===== src/rtl/spi_regbank_pkg.sv =====
// Shared types and command-field helpers for the SPI register bank.
package spi_regbank_pkg;

  typedef enum logic [1:0] {
    S_WAIT_HI,
    S_IDLE,
    S_CMD,
    S_DATA
  } state_t;

  typedef struct packed {
    logic cpol;
    logic cpha;
  } mode_t;

  function automatic int cmd_width(input int aw);
    return aw + 2;
  endfunction

  function automatic int cmd_rw_bit(input int aw);
    return aw + 1;
  endfunction

  function automatic int cmd_inc_bit(input int aw);
    return aw;
  endfunction

endpackage


===== src/rtl/spi_regbank_burst_edge.sv =====
// Sample/shift edge pulses derived from the oversampled SCLK
// and the mode latched at frame start.
module spi_sclk_edge_det
  import spi_regbank_pkg::*;
(
  input  logic       i_clk,
  input  logic       i_rst,
  input  logic       i_ena,
  input  logic       i_sclk,
  input  logic [1:0] i_mode,
  output logic       o_sample,
  output logic       o_shift
);

  logic  r_sclk_d;
  logic  w_rise;
  logic  w_fall;
  logic  w_late;
  mode_t w_mode;

  always_ff @(posedge i_clk) begin
    if (i_rst) begin
      r_sclk_d <= 1'b0;
    end else if (i_ena) begin
      r_sclk_d <= i_sclk;
    end
  end

  assign w_mode   = mode_t'(i_mode);
  assign w_rise   = i_sclk & ~r_sclk_d;
  assign w_fall   = ~i_sclk & r_sclk_d;
  assign w_late   = w_mode.cpol ^ w_mode.cpha;
  assign o_sample = w_late ? w_fall : w_rise;
  assign o_shift  = w_late ? w_rise : w_fall;

endmodule


===== src/rtl/spi_regbank_burst.sv =====
// SPI slave register bank: config (r/w) and status (r/o) words,
// all SPI modes, bursts with optional address auto-increment.
module spi_regbank_burst
  import spi_regbank_pkg::*;
#(
  parameter int NUM_CFG    = 16,
  parameter int NUM_STATUS = 8,
  parameter int REG_WIDTH  = 8,
  parameter int ADDR_WIDTH = 6,
  parameter logic [NUM_CFG*REG_WIDTH-1:0] CFG_RESET = '0
) (
  input  logic                            clk,
  input  logic                            rst,
  input  logic                            ena,
  input  logic [1:0]                      mode,
  input  logic                            spi_cs_n,
  input  logic                            spi_clk,
  input  logic                            spi_mosi,
  output logic                            spi_miso,
  output logic                            spi_miso_oe,
  output logic [NUM_CFG*REG_WIDTH-1:0]    config_regs,
  input  logic [NUM_STATUS*REG_WIDTH-1:0] status_regs,
  output logic                            wr_strobe,
  output logic [ADDR_WIDTH-1:0]           wr_addr,
  output logic                            wr_err,
  output logic                            frame_err
);

  localparam int CMD_W = cmd_width(ADDR_WIDTH);
  localparam int RW_B  = cmd_rw_bit(ADDR_WIDTH);
  localparam int INC_B = cmd_inc_bit(ADDR_WIDTH);
  localparam int SR_W  = (CMD_W > REG_WIDTH) ? CMD_W : REG_WIDTH;
  localparam int BC_W  = $clog2(SR_W + 1);
  localparam int TOTAL = NUM_CFG + NUM_STATUS;
  localparam logic [ADDR_WIDTH-1:0] L_LAST =
    ADDR_WIDTH'(TOTAL - 1);
  localparam logic [ADDR_WIDTH:0] L_NCFG =
    (ADDR_WIDTH + 1)'(NUM_CFG);
  localparam logic [BC_W-1:0] L_CMD_END =
    BC_W'(CMD_W - 1);
  localparam logic [BC_W-1:0] L_WORD_END =
    BC_W'(REG_WIDTH - 1);

  state_t r_state;
  state_t w_state_nxt;

  logic [1:0]                   r_mode;
  logic [BC_W-1:0]              r_bitcnt;
  logic [SR_W-1:0]              r_sr;
  logic [REG_WIDTH-1:0]         r_tx;
  logic                         r_rw;
  logic                         r_inc;
  logic [ADDR_WIDTH-1:0]        r_addr;
  logic                         r_cmd_done;
  logic                         r_word_done;
  logic                         r_miso;
  logic [NUM_CFG*REG_WIDTH-1:0] r_cfg;
  logic                         r_wr_strobe;
  logic [ADDR_WIDTH-1:0]        r_wr_addr;
  logic                         r_wr_err;
  logic                         r_frame_err;

  logic                  w_sample;
  logic                  w_shift;
  logic                  w_active;
  logic                  w_cfg_hit;
  logic                  w_we;
  logic [ADDR_WIDTH-1:0] w_addr_nxt;
  logic [ADDR_WIDTH-1:0] w_fa;
  logic [REG_WIDTH-1:0]  w_rd;

  spi_sclk_edge_det u_edge (
    .i_clk    (clk),
    .i_rst    (rst),
    .i_ena    (ena),
    .i_sclk   (spi_clk),
    .i_mode   (r_mode),
    .o_sample (w_sample),
    .o_shift  (w_shift)
  );

  always_ff @(posedge clk) begin
    if (rst) begin
      r_state <= S_WAIT_HI;
    end else if (ena) begin
      r_state <= w_state_nxt;
    end
  end

  // cs_n high overrides any coincident sample edge
  always_comb begin
    w_state_nxt = r_state;
    unique case (r_state)
      S_WAIT_HI: if (spi_cs_n) w_state_nxt = S_IDLE;
      S_IDLE:    if (!spi_cs_n) w_state_nxt = S_CMD;
      S_CMD: begin
        if (spi_cs_n) begin
          w_state_nxt = S_IDLE;
        end else if (w_sample && r_bitcnt == L_CMD_END) begin
          w_state_nxt = S_DATA;
        end
      end
      S_DATA:    if (spi_cs_n) w_state_nxt = S_IDLE;
    endcase
  end

  always_comb begin
    w_active = 1'b0;
    unique case (r_state)
      S_CMD, S_DATA: w_active = 1'b1;
      default:       w_active = 1'b0;
    endcase
  end

  always_comb begin
    w_addr_nxt = r_addr;
    if (r_inc) begin
      w_addr_nxt = (r_addr == L_LAST) ? '0 : r_addr + 1'b1;
    end
  end

  assign w_fa      = r_cmd_done ? r_sr[ADDR_WIDTH-1:0] : w_addr_nxt;
  assign w_cfg_hit = {1'b0, r_addr} < L_NCFG;
  assign w_we      = r_word_done & r_rw & w_cfg_hit;

  // unmapped addresses fall through to zero
  always_comb begin
    w_rd = '0;
    for (int k = 0; k < NUM_CFG; k++) begin
      if (w_fa == ADDR_WIDTH'(k)) begin
        w_rd = r_cfg[k*REG_WIDTH +: REG_WIDTH];
      end
    end
    for (int k = 0; k < NUM_STATUS; k++) begin
      if (w_fa == ADDR_WIDTH'(NUM_CFG + k)) begin
        w_rd = status_regs[k*REG_WIDTH +: REG_WIDTH];
      end
    end
  end

  always_ff @(posedge clk) begin
    if (rst) begin
      r_mode      <= '0;
      r_bitcnt    <= '0;
      r_sr        <= '0;
      r_tx        <= '0;
      r_rw        <= 1'b0;
      r_inc       <= 1'b0;
      r_addr      <= '0;
      r_cmd_done  <= 1'b0;
      r_word_done <= 1'b0;
      r_miso      <= 1'b0;
      r_cfg       <= CFG_RESET;
      r_wr_strobe <= 1'b0;
      r_wr_addr   <= '0;
      r_wr_err    <= 1'b0;
      r_frame_err <= 1'b0;
    end else if (ena) begin
      r_wr_strobe <= 1'b0;
      r_wr_err    <= 1'b0;
      r_frame_err <= 1'b0;
      r_cmd_done  <= 1'b0;
      r_word_done <= 1'b0;
      if (r_state == S_IDLE && !spi_cs_n) begin
        r_mode   <= mode;
        r_bitcnt <= '0;
      end
      if (w_active) begin
        if (spi_cs_n) begin
          r_frame_err <= (r_bitcnt != '0);
          r_bitcnt    <= '0;
        end else if (w_sample) begin
          r_sr <= {r_sr[SR_W-2:0], spi_mosi};
          if (r_state == S_CMD && r_bitcnt == L_CMD_END) begin
            r_bitcnt   <= '0;
            r_cmd_done <= 1'b1;
          end else if (r_state == S_DATA
                       && r_bitcnt == L_WORD_END) begin
            r_bitcnt    <= '0;
            r_word_done <= 1'b1;
          end else begin
            r_bitcnt <= r_bitcnt + 1'b1;
          end
        end
      end
      if (r_state != S_DATA) begin
        r_miso <= 1'b0;
      end else if (w_shift && !spi_cs_n && !r_rw) begin
        r_miso <= r_tx[REG_WIDTH-1];
        r_tx   <= {r_tx[REG_WIDTH-2:0], 1'b0};
      end
      if (r_cmd_done) begin
        r_rw   <= r_sr[RW_B];
        r_inc  <= r_sr[INC_B];
        r_addr <= r_sr[ADDR_WIDTH-1:0];
        r_tx   <= w_rd;
      end
      if (r_word_done) begin
        if (r_rw && w_cfg_hit) begin
          r_wr_strobe <= 1'b1;
          r_wr_addr   <= r_addr;
        end else if (r_rw) begin
          r_wr_err <= 1'b1;
        end
        r_addr <= w_addr_nxt;
        r_tx   <= w_rd;
      end
      for (int k = 0; k < NUM_CFG; k++) begin
        if (w_we && r_addr == ADDR_WIDTH'(k)) begin
          r_cfg[k*REG_WIDTH +: REG_WIDTH] <= r_sr[REG_WIDTH-1:0];
        end
      end
    end
  end

  assign spi_miso    = r_miso;
  assign spi_miso_oe = w_active;
  assign config_regs = r_cfg;
  assign wr_strobe   = r_wr_strobe;
  assign wr_addr     = r_wr_addr;
  assign wr_err      = r_wr_err;
  assign frame_err   = r_frame_err;

endmodule


===== config.mk =====
export PLATFORM = sky130hd
export DESIGN_NAME = spi_regbank_burst
export DESIGN_NICKNAME = d
export VERILOG_FILES = /design/src/rtl/spi_regbank_pkg.sv /design/src/rtl/spi_regbank_burst_edge.sv /design/src/rtl/spi_regbank_burst.sv
export SDC_FILE = /design/constraint.sdc
export NUM_CORES = 1
export LEC_CHECK = 0
export ABC_AREA = 1
export CELL_PAD_IN_SITES_DETAIL_PLACEMENT = 1
export CELL_PAD_IN_SITES_GLOBAL_PLACEMENT = 1
export CORE_MARGIN = 2
export CORE_UTILIZATION = 32
export DETAILED_ROUTE_END_ITERATION = 7
export GPL_TIMING_DRIVEN = 0
export PLACE_DENSITY = 0.79
export SLEW_MARGIN = 20
export SYNTH_ARGS = -nofsm -noshare
export SYNTH_HDL_FRONTEND = slang
export SYNTH_SLANG_ARGS = --single-unit
export TNS_END_PERCENT = 100

===== constraint.sdc =====
create_clock -name clk -period 2.9 [get_ports clk]
set_clock_uncertainty 0.1 [all_clocks]
set_input_delay 0.87 -clock clk [delete_from_list [all_inputs] [get_ports clk]]
set_output_delay 0.87 -clock clk [all_outputs]
set_load 0.005 [all_outputs]

==> flow_summary.json <==
{
  "outcome": "finished, violations left",
  "violations": "negative setup slack",
  "postCtsHoldBufs": 0,
  "min_from": "wr_addr[4]$_SDFFE_PP0P_",
  "grtUsageMet1": 0.328,
  "grt_max_degree": 17,
  "ys_warn_count": 0,
  "slew_violations": 0,
  "synthFlopType": "dfxtp_1",
  "synth_edf_count": 0,
  "r2r_slack_ns": -0.67,
  "nets": 1683,
  "place_congestion": 0.897,
  "p_leak_nw": 4.73,
  "cp.required_ns": 3.17,
  "grt_usage": 0.271,
  "grtUsageMet3": 0.0595,
  "path_buf_inv": 2,
  "totalWireLength_mm": 40.8,
  "dr_total_vias": 10500,
  "rr_endpoint": "r_tx[1]$_SDFFE_PP0P_",
  "holdPathEnd": "wr_addr[4]$_SDFFE_PP0P_",
  "dpl.hpwl_mm": 28.2,
  "synth-async-reset-ratio": 0,
  "drcViolationCount": 0,
  "syn2layout_area_growth_pct": 46.2,
  "cp-end-kind": "flip-flop",
  "multi_input_area_um2": 4840,
  "hold_slack_ns": 0.350,
  "path_class": "flip-flop to flip-flop",
  "crit_family": "simple AND/OR/NAND/NOR gates",
  "cp.arrival_ns": 3.84,
  "drt_pass1_iterations": 6,
  "htree_levels": 4,
  "cts_max_path_buffers": 2,
  "die_area_um2": 28900,
  "layout_setup_ws_ns": -0.670,
  "critPathMaxStageDelay_ns": 0.80,
  "n_antenna_cell": 0,
  "fmax_mhz": 280,
  "insertion_delay_ns": 0.45,
  "overflow": 0,
  "grt_first_pass_wirelength_mm": 59.9,
  "clock-sinks": 173,
  "start_kind": "flip-flop",
  "path_cells": "buf_6 -> nand2_4 -> nor2_4 -> nand3_1 -> nand3_2 -> nand2_2 -> buf_4 -> a21oi_2 -> nand4_1 -> nor2_1 -> nand2_1 -> nand4_1 -> nor2_1 -> nand3_1 -> nand2_1 -> a21oi_1",
  "rsz0062_at_grt": "true",
  "peakVddDrop_mv": 0.425,
  "hp-class": "flip-flop to flip-flop",
  "die_w_um": 170,
  "cts_tree": "yes",
  "fp.coreArea_um2": 27000,
  "rows": 60,
  "cts_root_buffer": "clkbuf_16",
  "layout_common_cells": "nand2_1, clkdlybuf4s50_1, a21oi_1",
  "fin_crit_sh": 1.23,
  "grt_use_met2": 0.454,
  "period_minus_slack_ns": 3.57,
  "final-hold-violation-count": 0,
  "maxSlewHeadroom": 0.296,
  "num-fill-cells": 3435,
  "setup_viol": 8,
  "seq_area_frac_synth": 0.392,
  "antenna_found_initial": 0,
  "r2r_cells": 16,
  "drive_above_1_share": 0.142,
  "clk_pin_slew_worst_paths_ns": 0.07,
  "dpl_cell_area_um2": 11400,
  "seqCellArea_um2": 3480,
  "io-pin-count": 211,
  "ys_ff_latch": 173,
  "die_y_um": 170,
  "ys_types": 39,
  "power.density_nw_per_um2": 425,
  "postRouteAntennaNets": 0,
  "synthesis.instances": 1321,
  "first_global_vias": 10600,
  "critPathMaxFanout": 9,
  "synthesis.nets": 1402,
  "netlist_area_um2": 8830,
  "final_area_um2": 12900,
  "max-cap-violations": 0,
  "r2r_start": "r_addr[0]$_SDFFE_PP0P_",
  "critPathSlowestCell": "nor2_1",
  "routed_via_density": 5.36,
  "grt-busiest-layer": "met2",
  "worst_slew_pin_slew_ns": 1.06,
  "numCtsBuffers": 17,
  "final_common_cell": "nand2_1",
  "hold_depth": 2,
  "initial_core_util": 0.327,
  "avgSynthCellArea_um2": 6.69,
  "initialDrtViolationCount": 793,
  "port_buffers": 209,
  "fin_setup_tns_ns": -4.81,
  "route.detailed.wl_per_inst_um": 20.9
}
==> state kept, by name, summed over array words and instances (netlist names) <==
| register | count |
|---|---|
| config_regs | 128 |
| r_sr | 8 |
| r_tx | 8 |
| r_addr | 6 |
| wr_addr | 6 |
| r_bitcnt | 4 |
| r_mode | 2 |
| r_state | 2 |
| frame_err | 1 |
| r_cmd_done | 1 |
| r_inc | 1 |
| r_rw | 1 |
| r_word_done | 1 |
| spi_miso | 1 |
| u_edge.r_sclk_d | 1 |
| wr_err | 1 |
| wr_strobe | 1 |
==> stage by stage <==
step	power (mW)	utilization	setup slack, ns	cells
after floorplan	2.71	-	0.0919	1321
after global placement	2.92	0.420	-1.08	1871
after detailed placement	2.94	0.420	-1.15	1871
after CTS	5.43	0.470	-0.506	1950
after global routing	5.63	0.478	-0.790	1956
final	5.49	0.478	-0.670	1956
==> worst max path at each step <==
stage                                 from                   end  slack, ns  cells past startpoint
floorplan           r_addr[0]$_SDFFE_PP0P_  r_tx[0]$_SDFFE_PP0P_       0.09                     24
CTS                 r_addr[1]$_SDFFE_PP0P_  r_tx[0]$_SDFFE_PP0P_      -0.51                     24
finish              r_addr[0]$_SDFFE_PP0P_  r_tx[1]$_SDFFE_PP0P_      -0.67                     16
global placement    r_addr[0]$_SDFFE_PP0P_  r_tx[6]$_SDFFE_PP0P_      -1.08                     24
global route        r_addr[0]$_SDFFE_PP0P_  r_tx[5]$_SDFFE_PP0P_      -0.79                     25
detailed placement  r_addr[0]$_SDFFE_PP0P_  r_tx[6]$_SDFFE_PP0P_      -1.15                     24
==> worst min-delay path, delay by kind of cell, from the launching register on <==
kind	cells	cell delay (ns)
flops	1	0.31
simple gates	2	0.10
==> per-layer routing <==
layer,vias to the layer above,routed length (µm)
li1,4872,-
met1,4999,17000
met2,486,19100
met3,121,2970
met4,0,1780
met5,-,0
==> Yosys cell counts (2+ instances only) <==
| cell | n | share of area |
|---|---|---|
| o211ai_1 | 3 | 0.0025 |
| nor2_4 | 8 | 0.010 |
| nand3_1 | 109 | 0.062 |
| nor2_2 | 11 | 0.0078 |
| buf_4 | 3 | 0.0025 |
| nand2_2 | 5 | 0.0035 |
| nand2_4 | 4 | 0.0051 |
| ha_1 | 9 | 0.013 |
| nand4_1 | 36 | 0.025 |
| nand3_2 | 4 | 0.0045 |
| xor2_1 | 2 | 0.0020 |
| dfxtp_1 | 173 | 0.39 |
| clkbuf_1 | 56 | 0.024 |
| buf_1 | 5 | 0.0021 |
| nand2_1 | 282 | 0.12 |
| clkinv_1 | 4 | 0.0017 |
| or2_2 | 12 | 0.0085 |
| o21ai_1 | 5 | 0.0028 |
| nor2_1 | 92 | 0.039 |
| o31ai_1 | 2 | 0.0017 |
| o22ai_1 | 2 | 0.0014 |
| buf_2 | 3 | 0.0017 |
| nand3_4 | 4 | 0.0079 |
| inv_1 | 164 | 0.070 |
| inv_2 | 7 | 0.0030 |
| a21oi_1 | 171 | 0.097 |
| o21ai_0 | 132 | 0.075 |
| a211oi_1 | 2 | 0.0017 |
==> report_power, final <==
group	total [mW]	switching (mW)	internal [mW]
clock	2.47	1.09	1.38
sequential	2.41	0.0222	2.39
combinational	0.601	0.353	0.248
total	5.49	1.47	4.02
==> cell families after synthesis <==
logic type	share of synthesized area
AND/OR/NAND/NOR	0.301
AO/OA/AOI/OAI	0.187
buffers and inverters	0.106
flip-flops	0.392
XOR/XNOR	0.00198
adder cells (fa/ha/maj)	0.0127
==> area by class of cell <==
| type | count | area share |
|---|---|---|
| timing repair buffer | 265 | 0.202 |
| sequential | 173 | 0.269 |
| multi-input combinational | 905 | 0.375 |
| inverter | 175 | 0.0516 |
| clock inverter | 13 | 0.0138 |
| tap | 341 | 0.0330 |
| clock buffer | 19 | 0.0335 |
| buffer | 65 | 0.0222 |
==> repair_timing <==
action / 4_1_cts / 5_1_grt
gates resized for setup: 79 / 53
setup endpoints to repair: 125 / 111
setup buffers: 49 / 16
pin swaps: 32 / 26
Power figures use the tool's default switching activity.
